`config.mk`:
```
export PLATFORM = sky130hd
export DESIGN_NAME = typing_session_ctrl
export DESIGN_NICKNAME = d
export VERILOG_FILES = /design/src/rtl/typing_session_ctrl.sv
export SDC_FILE = /design/constraint.sdc
export NUM_CORES = 1
export LEC_CHECK = 0
export CELL_PAD_IN_SITES_DETAIL_PLACEMENT = 1
export CELL_PAD_IN_SITES_GLOBAL_PLACEMENT = 1
export CORE_MARGIN = 4
export CORE_UTILIZATION = 42
export DETAILED_ROUTE_END_ITERATION = 12
export PLACE_DENSITY = 0.85
export SLEW_MARGIN = 20
export SYNTH_ARGS = -nofsm -noshare
export SYNTH_HDL_FRONTEND = slang
export SYNTH_SLANG_ARGS = --single-unit
```
`constraint.sdc`:
```
create_clock -name clk -period 7.3 [get_ports clk]
set_clock_uncertainty 0.15 [all_clocks]
set_input_delay 1.825 -clock clk [delete_from_list [all_inputs] [get_ports clk]]
set_output_delay 1.825 -clock clk [all_outputs]
set_load 0.05 [all_outputs]
```
`src/rtl/typing_session_ctrl.sv`:
```
// typing_session_ctrl
//   Typing-round controller between the PS/2 receiver and the sequence
//   parser / draw engine. Filters make/break/extended bytes, selects a level
//   from number keys, runs a timed round with per-key compare and an optional
//   miss limit, and auto-advances the level when a round passes.
//
// Ports
//   clk, reset          clock, asynchronous active-high reset
//   ps2_data/ps2_valid  received PS/2 byte and its one-cycle strobe
//   start               level-sensitive start request
//   num_char            characters in the current sequence (sampled in NEW_LEVEL)
//   exp_code            expected scan code from the parser
//   draw_done           draw engine finished
//   next_char           pulse, parser advances to the next character
//   new_level           pulse, parser loads a new sequence
//   draw_req            pulse, draw engine starts
//   level               current level 1..NUM_LEVELS, 0 = none selected
//   correct_count, total_count, miss_count   round counters (saturating)
//   time_left           remaining tick budget
//   pass                pulse on round pass
//   fail                sticky round failure
//   overrun             sticky key overrun
//   state               FSM state for the debug display
//
// state          | meaning
// ---------------+-------------------------------------------------------
// 0  SELECT      | waiting for a number key to pick the level
// 1  WAIT_START  | level chosen, waiting for start, keys discarded
// 2  NEW_LEVEL   | clear counters, latch num_char, load budget
// 3  DRAW        | request a redraw
// 4  DRAW_WAIT   | waiting for draw_done
// 5  IDLE        | waiting for a key, timeout check
// 6  COMPARE     | compare consumed key against exp_code
// 7  MATCH       | advance parser, count correct key
// 8  CHECK       | round complete?
// 9  PASS        | pass pulse, level up
// 10 FAIL        | sticky fail until start
module typing_session_ctrl #(
  parameter int MAX_CHARS      = 32,
  parameter int NUM_LEVELS     = 3,
  parameter int TICK_DIV       = 50000,
  parameter int TICKS_PER_CHAR = 3000,
  parameter int TMR_W          = 20,
  parameter int MAX_MISSES     = 0,
  localparam int CNT_W         = $clog2(MAX_CHARS + 1)
) (
  input  logic             clk,
  input  logic             reset,
  input  logic [7:0]       ps2_data,
  input  logic             ps2_valid,
  input  logic             start,
  input  logic [CNT_W-1:0] num_char,
  input  logic [7:0]       exp_code,
  input  logic             draw_done,
  output logic             next_char,
  output logic             new_level,
  output logic             draw_req,
  output logic [3:0]       level,
  output logic [CNT_W-1:0] correct_count,
  output logic [CNT_W-1:0] total_count,
  output logic [CNT_W-1:0] miss_count,
  output logic [TMR_W-1:0] time_left,
  output logic             pass,
  output logic             fail,
  output logic             overrun,
  output logic [3:0]       state
);

  localparam int PRE_W = (TICK_DIV > 1) ? $clog2(TICK_DIV) : 1;
  localparam logic [PRE_W-1:0] PRE_MAX  = PRE_W'(TICK_DIV - 1);
  localparam logic [CNT_W-1:0] CNT_MAX  = CNT_W'(MAX_CHARS);
  localparam logic [CNT_W-1:0] MISS_LIM = CNT_W'(MAX_MISSES);
  localparam logic [3:0]       LVL_MAX  = 4'(NUM_LEVELS);

  typedef enum logic [3:0] {
    ST_SELECT     = 4'd0,
    ST_WAIT_START = 4'd1,
    ST_NEW_LEVEL  = 4'd2,
    ST_DRAW       = 4'd3,
    ST_DRAW_WAIT  = 4'd4,
    ST_IDLE       = 4'd5,
    ST_COMPARE    = 4'd6,
    ST_MATCH      = 4'd7,
    ST_CHECK      = 4'd8,
    ST_PASS       = 4'd9,
    ST_FAIL       = 4'd10
  } state_t;

  state_t           state_q, state_d;
  logic [3:0]       level_q, level_d;
  logic [CNT_W-1:0] nchar_q, nchar_d;
  logic [CNT_W-1:0] correct_q, correct_d;
  logic [CNT_W-1:0] total_q, total_d;
  logic [CNT_W-1:0] miss_q, miss_d;
  logic [TMR_W-1:0] time_left_q, time_left_d;
  logic [PRE_W-1:0] presc_q, presc_d;
  logic             tmr_run_q, tmr_run_d;
  logic [7:0]       cur_code_q, cur_code_d;
  logic             fail_q, fail_d;
  logic             overrun_q, overrun_d;
  logic             next_char_q, next_char_d;
  logic             new_level_q, new_level_d;
  logic             draw_req_q, draw_req_d;
  logic             pass_q, pass_d;
  logic             brk_q, brk_d;
  logic             ext_q, ext_d;
  logic             pend_v_q, pend_v_d;
  logic [7:0]       pend_code_q, pend_code_d;

  logic             pend_take;
  logic             pend_drop;
  logic [3:0]       sel_level;

  function automatic logic [3:0] key_to_level(input logic [7:0] code);
    case (code)
      8'h16:   key_to_level = 4'd1;
      8'h1E:   key_to_level = 4'd2;
      8'h26:   key_to_level = 4'd3;
      8'h25:   key_to_level = 4'd4;
      8'h2E:   key_to_level = 4'd5;
      8'h36:   key_to_level = 4'd6;
      8'h3D:   key_to_level = 4'd7;
      8'h3E:   key_to_level = 4'd8;
      8'h46:   key_to_level = 4'd9;
      default: key_to_level = 4'd0;
    endcase
  endfunction

  function automatic logic [CNT_W-1:0] sat_inc(input logic [CNT_W-1:0] v);
    return (v >= CNT_MAX) ? v : v + CNT_W'(1);
  endfunction

  // Round FSM and timer
  always_comb begin
    state_d     = state_q;
    level_d     = level_q;
    nchar_d     = nchar_q;
    correct_d   = correct_q;
    total_d     = total_q;
    miss_d      = miss_q;
    time_left_d = time_left_q;
    presc_d     = presc_q;
    tmr_run_d   = tmr_run_q;
    cur_code_d  = cur_code_q;
    fail_d      = fail_q;
    next_char_d = 1'b0;
    new_level_d = 1'b0;
    draw_req_d  = 1'b0;
    pass_d      = 1'b0;
    pend_take   = 1'b0;
    pend_drop   = 1'b0;
    sel_level   = key_to_level(pend_code_q);

    // The budget only drains once the first key of the round has arrived,
    // and only while the round is actively being typed.
    if (tmr_run_q && (state_q inside {ST_IDLE, ST_COMPARE, ST_MATCH, ST_CHECK})) begin
      if (presc_q == PRE_MAX) begin
        presc_d = '0;
        if (time_left_q != '0) time_left_d = time_left_q - TMR_W'(1);
      end else begin
        presc_d = presc_q + PRE_W'(1);
      end
    end

    case (state_q)
      ST_SELECT: begin
        if (pend_v_q) begin
          pend_take = 1'b1;
          if (sel_level != 4'd0 && sel_level <= LVL_MAX) begin
            level_d = sel_level;
            state_d = ST_WAIT_START;
          end
        end
      end
      ST_WAIT_START: begin
        pend_drop = 1'b1;
        if (start) state_d = ST_NEW_LEVEL;
      end
      ST_NEW_LEVEL: begin
        new_level_d = 1'b1;
        correct_d   = '0;
        total_d     = '0;
        miss_d      = '0;
        nchar_d     = num_char;
        time_left_d = TMR_W'((64'(num_char) * 64'(TICKS_PER_CHAR)) >> (level_q - 4'd1));
        presc_d     = '0;
        tmr_run_d   = 1'b0;
        state_d     = ST_DRAW;
      end
      ST_DRAW: begin
        draw_req_d = 1'b1;
        state_d    = ST_DRAW_WAIT;
      end
      ST_DRAW_WAIT: begin
        if (draw_done) state_d = (nchar_q == '0) ? ST_PASS : ST_IDLE;
      end
      ST_IDLE: begin
        // Timeout wins over a key that arrives in the same cycle.
        if (tmr_run_q && time_left_q == '0) begin
          state_d = ST_FAIL;
        end else if (pend_v_q) begin
          pend_take  = 1'b1;
          cur_code_d = pend_code_q;
          total_d    = sat_inc(total_q);
          tmr_run_d  = 1'b1;
          state_d    = ST_COMPARE;
        end
      end
      ST_COMPARE: begin
        if (cur_code_q == exp_code) begin
          state_d = ST_MATCH;
        end else begin
          miss_d = sat_inc(miss_q);
          if (MAX_MISSES != 0 && miss_d == MISS_LIM) state_d = ST_FAIL;
          else                                       state_d = ST_IDLE;
        end
      end
      ST_MATCH: begin
        next_char_d = 1'b1;
        correct_d   = sat_inc(correct_q);
        state_d     = ST_CHECK;
      end
      ST_CHECK: begin
        state_d = (correct_q == nchar_q) ? ST_PASS : ST_IDLE;
      end
      ST_PASS: begin
        pass_d    = 1'b1;
        tmr_run_d = 1'b0;
        if (level_q < LVL_MAX) level_d = level_q + 4'd1;
        state_d   = ST_WAIT_START;
      end
      ST_FAIL: begin
        tmr_run_d = 1'b0;
        if (start) begin
          fail_d  = 1'b0;
          level_d = 4'd0;
          state_d = ST_SELECT;
        end
      end
      default: state_d = ST_SELECT;
    endcase

    if (state_d == ST_FAIL) fail_d = 1'b1;
  end

  // PS/2 byte filter and single-entry pending register
  always_comb begin
    brk_d       = brk_q;
    ext_d       = ext_q;
    pend_v_d    = pend_v_q;
    pend_code_d = pend_code_q;
    overrun_d   = overrun_q;

    if (pend_take || pend_drop) pend_v_d = 1'b0;

    if (ps2_valid) begin
      if (ps2_data == 8'hF0) begin
        brk_d = 1'b1;
      end else if (ps2_data == 8'hE0) begin
        ext_d = 1'b1;
      end else if (brk_q || ext_q) begin
        brk_d = 1'b0;
        ext_d = 1'b0;
      end else begin
        // A code still waiting (and not being taken this cycle) is lost.
        if (pend_v_q && !pend_take && !pend_drop) overrun_d = 1'b1;
        pend_code_d = ps2_data;
        pend_v_d    = 1'b1;
      end
    end
  end

  always_ff @(posedge clk or posedge reset) begin
    if (reset) begin
      state_q     <= ST_SELECT;
      level_q     <= '0;
      nchar_q     <= '0;
      correct_q   <= '0;
      total_q     <= '0;
      miss_q      <= '0;
      time_left_q <= '0;
      presc_q     <= '0;
      tmr_run_q   <= 1'b0;
      cur_code_q  <= '0;
      fail_q      <= 1'b0;
      overrun_q   <= 1'b0;
      next_char_q <= 1'b0;
      new_level_q <= 1'b0;
      draw_req_q  <= 1'b0;
      pass_q      <= 1'b0;
      brk_q       <= 1'b0;
      ext_q       <= 1'b0;
      pend_v_q    <= 1'b0;
      pend_code_q <= '0;
    end else begin
      state_q     <= state_d;
      level_q     <= level_d;
      nchar_q     <= nchar_d;
      correct_q   <= correct_d;
      total_q     <= total_d;
      miss_q      <= miss_d;
      time_left_q <= time_left_d;
      presc_q     <= presc_d;
      tmr_run_q   <= tmr_run_d;
      cur_code_q  <= cur_code_d;
      fail_q      <= fail_d;
      overrun_q   <= overrun_d;
      next_char_q <= next_char_d;
      new_level_q <= new_level_d;
      draw_req_q  <= draw_req_d;
      pass_q      <= pass_d;
      brk_q       <= brk_d;
      ext_q       <= ext_d;
      pend_v_q    <= pend_v_d;
      pend_code_q <= pend_code_d;
    end
  end

  assign next_char     = next_char_q;
  assign new_level     = new_level_q;
  assign draw_req      = draw_req_q;
  assign level         = level_q;
  assign correct_count = correct_q;
  assign total_count   = total_q;
  assign miss_count    = miss_q;
  assign time_left     = time_left_q;
  assign pass          = pass_q;
  assign fail          = fail_q;
  assign overrun       = overrun_q;
  assign state         = state_q;

endmodule
```
==> results of run 1 <==
sequential cells by signal (all words and copies together), names as in the netlist, 4 cells and up:
name	flops
nchar_q	6
state	4
total_count	6
time_left	20
miss_count	6
level	4
presc_q	16
cur_code_q	8
correct_count	6
pend_code_q	8
kinds of logic (layout without fill, tap and decap cells):
kind of cell	Yosys count	count (layout)	synth area share [%]
AO/OA/AOI/OAI	206	206	19.28
XOR/XNOR	45	45	5.467
adder cells (fa/ha/maj)	52	52	10.59
buffers and inverters	101	166	6.699
flip-flops	94	94	32.63
multiplexers	27	27	4.183
AND/OR/NAND/NOR	303	303	21.16
how the worst max path moves through the flow:
stage	endpoint	cells after the start
3_5_place_dp	time_left[12]	16
2_1_floorplan	time_left[12]	16
6_report	time_left[12]	16
3_3_place_gp	time_left[12]	16
4_1_cts	time_left[12]	16
5_1_grt	time_left[12]	17
layout by cell type (no fill, tap or decap), types with 16 or more instances in the layout:
cell,count
xor2_1,29
nand4_1,16
a21oi_1,40
nor3_1,21
dfrtp_1,94
clkdlybuf4s50_1,78
nand3_1,26
ha_1,37
nand2_1,78
inv_1,60
o21ai_0,62
nor2_1,85
routing by layer:
layer | vias up | part of all wire (%) | track usage (%)
met1 | 3298 | 44 | 29.03
met3 | 49 | 4.2 | 3.414
li1 | 3086 | - | -
met4 | 0 | 2.5 | 6.849
met2 | 177 | 50 | 39.02
met5 | - | 0 | 0
power by group:
part	switching, mW	internal, mW	total, mW	leakage (nW)
Sequential	0.175	0.640	0.815	1.20
Combinational	1.24	0.690	1.93	2.25
Clock	0.223	0.270	0.493	0.148
final cells by class:
type                       instances  area (sq um)  share of cell area, %
clock buffer                       9         225.2                  2.677
clock inverter                     7         80.08                 0.9520
inverter                          62         235.2                  2.796
multi-input combinational        633          4388                  52.16
sequential                        94          2352                  27.96
tap                              220         275.3                  3.272
timing repair buffer              88         855.8                  10.17
per-stage QoR:
step	hold WS, ns	instances	power, mW	utilization, %	area (sq um)
global placement	0.3070	1097	2.669	48.46	8093
global route	0.3670	1113	3.466	50.37	8412
floorplan	0.2915	828	2.227	-	7209
CTS	0.3309	1113	3.238	50.28	8398
detailed placement	0.3118	1097	2.725	48.46	8093
finish	0.3217	1113	3.242	50.37	8412
==> flow_summary_export.csv, run 1 <==
group,metric,value,unit
global_route,grt_pass1_wl,35780,um
synthesis,synth_edf_count,0,
synthesis,yosysSeqAreaShare,32.63,%
placed_design,dp_hpwl,16300,um
global_route,first_global_vias,6865,
sta,fin_ws,0.7629,ns
placed_design,place_congestion,0.9356,
layout,insertedDiodeCount,0,
power_and_ir_drop,ir_worst_vdd,0.2064,mV
synthesis,synth.top_cell.area_share,32.63,%
cts,cts_root_buf,"clkbuf_16",
drt,drc_errors,0,
layout,fillers,1979,
synthesis,synth_area_leader_cell,"dfrtp_1",
cts,cts_resized,0,
synthesis,ys_warn_count,0,
layout,syn_to_final_growth,16.68,%
synthesis,synthesis.nets,907,
power_and_ir_drop,p_per_area,385.4,nW/um^2
layout,fin_nets,967,
sta,relSlewSlack,43.08,%
cts,clkTransAtPathRegs,0.07,ns
setup_path,slowest_delay,0.64,ns
sta,tightest_slew,0.8538,ns
sta,slew_violations,0,
cts,postCtsHoldBufs,0,
floorplanning,die_y,139.0,um
setup_path,critPathBufInv,4,
floorplanning,initial_core_util,43.17,%
drt,drt-total-wl,21690,um
setup_path,end_kind,"flop",
placed_design,io_buffers,78,
floorplanning,core,16700,sq um
synthesis,yosysMostFrequentCell,"dfrtp_1",
synthesis,synthFlopType,"dfrtp_1",
global_route,grt_use_total,22.49,%
cts,clkLatencyLatePin,0.36,ns
layout,drive_gt1_share,7.615,%
cts,cts_tree,"built",
drt,drtPass1Iterations,5,
synthesis,ys_types,87,
setup_path,crit_type,"primary input to flop",
min_path,hold_path_end,"overrun",
sta,min_period_over_period,89.55,%
sta,rsz0062_at_grt,"false",
floorplanning,fp.dieW,139.0,um
synthesis,ys_seq_elements,94,
sta,period_minus_slack,6.537,ns
cts,cts_max_level,3,
synthesis,synth_common_cells,"dfrtp_1 (94), nor2_1 (85), nand2_1 (78)",
sta,fmax,153.0,MHz
cts,clockBufferDepth,2,
synthesis,ys_async_sr_fraction,100.0,%
min_path,holdPathStages,1,
setup_path,crit_slowest_cell,"fa_1",
drt,via_count,6610,
setup_path,reg2regPathDepth,11,
setup_path,crit_family,"adder cells",
drt,dr.first_iter.drc_count,369,
setup_path,arrival,6.63,ns
sta,final-hold-violation-count,0,
setup_path,critPathMostFrequentCell,"fa_1",
sta,setup_viol,0,
drt,antenna_left,0,
setup_path,start_kind,"primary input",
min_path,hp-start,"overrun",
setup_path,crit_fanout,7,
cts,clkSinkCount,94,
drt,wl_per_cell,19.49,um
sta,finalSetupTns,0,ns
outcome,status,"completed",
placed_design,pre_cts_ws,0.3874,ns
floorplanning,num_rows,47,
cts,cts_buffers,9,
synthesis,netlist_area,7209,sq um
global_route,grt-ovfl-total,0,
setup_path,r2r_end,"time_left[16]",
global_route,grt_max_degree,67,
min_path,hp-class,"flop to flop",
synthesis,synth_area_leaders,"dfrtp_1 (33%), ha_1 (6.4%), nor2_1 (4.4%)",
setup_path,crit_start,"num_char[3]",
flow_run,drv_cap,0,
setup_path,rrSetupSlack,3.72,ns
global_route,antenna_found_initial,0,
drt,vias_per_cell,5.939,
floorplanning,design.portCount,79,
synthesis,avgSynthCellArea,8.707,sq um
power_and_ir_drop,p_leak,3.603,nW
setup_path,cp_cell_sequence,"clkdlybuf4s50_1 > inv_1 > fa_1 > fa_1 > fa_1 > inv_1 > ha_1 > buf_4 > a21o_2 > a21o_1 > a21o_1 > or3_4 > nand3_1 > o211ai_1 > a221o_1 > a221o_1",
setup_path,r2r_start,"state[1]",
cts,postCtsSetupBuffers,0,
setup_path,worstPathRequired,7.39,ns
synthesis,synthCells,828,
floorplanning,die_area,19330,sq um
Power figures use the tool's default switching activity.
==> run 2, diff against run 1 <==
Settings changed: CORE_MARGIN 4 to unset.
==> flow_summary_export.csv, run 2 (synthesis gave the netlist of run 1 again) <==
group,metric,value,unit
setup_path,crit_fanout,7,
min_path,hold_path_end,"presc_q[15]",
global_route,grt-ovfl-total,0,
sta,min_period_over_period,90.02,%
sta,slew_violations,0,
placed_design,place_congestion,0.8834,
sta,finalSetupTns,0,ns
cts,clkTransAtPathRegs,0.07,ns
setup_path,critPathMostFrequentCell,"fa_1",
floorplanning,fp.dieW,133.0,um
drt,antenna_left,0,
layout,largest_register_ffs,20,
setup_path,worstPathRequired,7.38,ns
cts,postCtsSetupBuffers,0,
min_path,hp-start,"presc_q[15]",
floorplanning,initial_core_util,43.32,%
setup_path,start_kind,"primary input",
power_and_ir_drop,ir_worst_vdd,0.1676,mV
layout,syn_to_final_growth,17.04,%
setup_path,r2r_start,"level[0]",
layout,drive_gt1_share,7.606,%
drt,drt-total-wl,21720,um
setup_path,reg2regPathDepth,11,
cts,cts_buffers,9,
cts,clockBufferDepth,2,
floorplanning,design.portCount,79,
layout,layout_common_cells,"dfrtp_1 (94), nor2_1 (85), nand2_1 (78), clkdlybuf4s50_1 (78), o21ai_0 (62)",
flow_run,drv_cap,0,
min_path,holdPathStages,1,
cts,clkLatencyLatePin,0.36,ns
setup_path,crit_slowest_cell,"fa_1",
setup_path,rrSetupSlack,3.63,ns
cts,clkSinkCount,94,
global_route,antenna_found_initial,0,
cts,cts_tree,"built",
sta,tightest_slew,0.9704,ns
setup_path,crit_family,"adder cells",
floorplanning,die_y,133.0,um
cts,cts_max_level,3,
placed_design,pre_cts_ws,0.3803,ns
power_and_ir_drop,p_per_area,389.3,nW/um^2
outcome,status,"completed",
floorplanning,die_area,17690,sq um
cts,cts_root_buf,"clkbuf_16",
sta,period_minus_slack,6.572,ns
sta,fmax,152.2,MHz
setup_path,critPathBufInv,4,
floorplanning,num_rows,47,
global_route,first_global_vias,6873,
setup_path,slowest_delay,0.62,ns
layout,insertedDiodeCount,0,
sta,final-hold-violation-count,0,
floorplanning,core,16640,sq um
drt,vias_per_cell,5.926,
sta,setup_viol,0,
setup_path,r2r_end,"time_left[11]",
cts,postCtsHoldBufs,0,
drt,drc_errors,0,
power_and_ir_drop,p_leak,3.615,nW
drt,dr.first_iter.drc_count,352,
layout,final_common_cell,"dfrtp_1",
drt,via_count,6602,
global_route,grt_use_total,25.96,%
drt,wl_per_cell,19.50,um
drt,drtPass1Iterations,5,
min_path,hp-class,"flop to flop",
sta,rsz0062_at_grt,"false",
sta,fin_ws,0.7283,ns
layout,fin_nets,968,
setup_path,end_kind,"flop",
setup_path,arrival,6.66,ns
global_route,grt_pass1_wl,36360,um
global_route,grt_max_degree,75,
sta,relSlewSlack,35.31,%
placed_design,io_buffers,78,
cts,cts_resized,0,
setup_path,cp_cell_sequence,"clkdlybuf4s50_1 > inv_1 > fa_1 > fa_1 > fa_1 > inv_1 > ha_1 > buf_4 > a21o_2 > a21o_1 > a21o_1 > or3_4 > nand3_1 > o211ai_1 > a221o_1 > a221o_1",
setup_path,crit_type,"primary input to flop",
placed_design,dp_hpwl,16370,um
==> run 2: layout make-up <==
type	count	area, sq um
Fill cell	1942	8204
Multi-Input combinational cell	633	4380
Sequential cell	94	2352
Timing Repair Buffer	89	863.3
Tap cell	220	275.3
Clock buffer	10	239.0
Inverter	62	235.2
Clock inverter	6	92.59
==> run 2: worst max path at each step <==
stage	depth (start not counted)	start	to	slack [ns]
after detailed placement	16	num_char[3]	time_left[12]	0.38
after CTS	16	num_char[3]	time_left[12]	0.75
after global placement	16	num_char[3]	time_left[12]	0.50
after global routing	13	num_char[3]	time_left[12]	0.49
final	16	num_char[3]	time_left[12]	0.73
after floorplan	16	num_char[0]	time_left[12]	1.30
==> run 2: routing by layer <==
metal / global-route usage [%] / wire (um)
met5: 0 / 0
met4: 7.982 / 426
met3: 3.487 / 729
met2: 45.32 / 11040
met1: 33.16 / 9522
==> run 2: report_power, final <==
group          total, mW  switching, mW  internal (mW)  leakage (nW)
logic               1.94           1.25          0.695          2.26
clock network      0.527          0.216          0.311         0.155
registers          0.816          0.175          0.641          1.20
total               3.29           1.64           1.65          3.61
==> run 2: worst reg2reg max path, stage by stage (launching register included) <==
cell and delay (ns):
dfrtp_1 0.33, buf_4 0.36, inv_1 0.34, ha_1 0.40, inv_1 0.37, a211o_1 0.17
o21ai_0 0.09, o311a_1 0.13, a2111oi_0 0.59, a21oi_1 0.15, mux2i_1 0.30, o221ai_1 0.15
==> run 2: metrics by stage <==
| stage | std cells | total power [mW] | util, % | cell area, sq um | hold WS (ns) |
|---|---|---|---|---|---|
| after detailed placement | 1098 | 2.736 | 48.67 | 8100 | 0.3205 |
| after floorplan | 828 | 2.227 | - | 7209 | 0.2915 |
| after CTS | 1114 | 3.282 | 50.67 | 8432 | 0.3434 |
| after global placement | 1098 | 2.674 | 48.67 | 8100 | 0.3227 |
| final | 1114 | 3.285 | 50.70 | 8438 | 0.3546 |
| after global routing | 1114 | 3.504 | 50.70 | 8438 | 0.3721 |
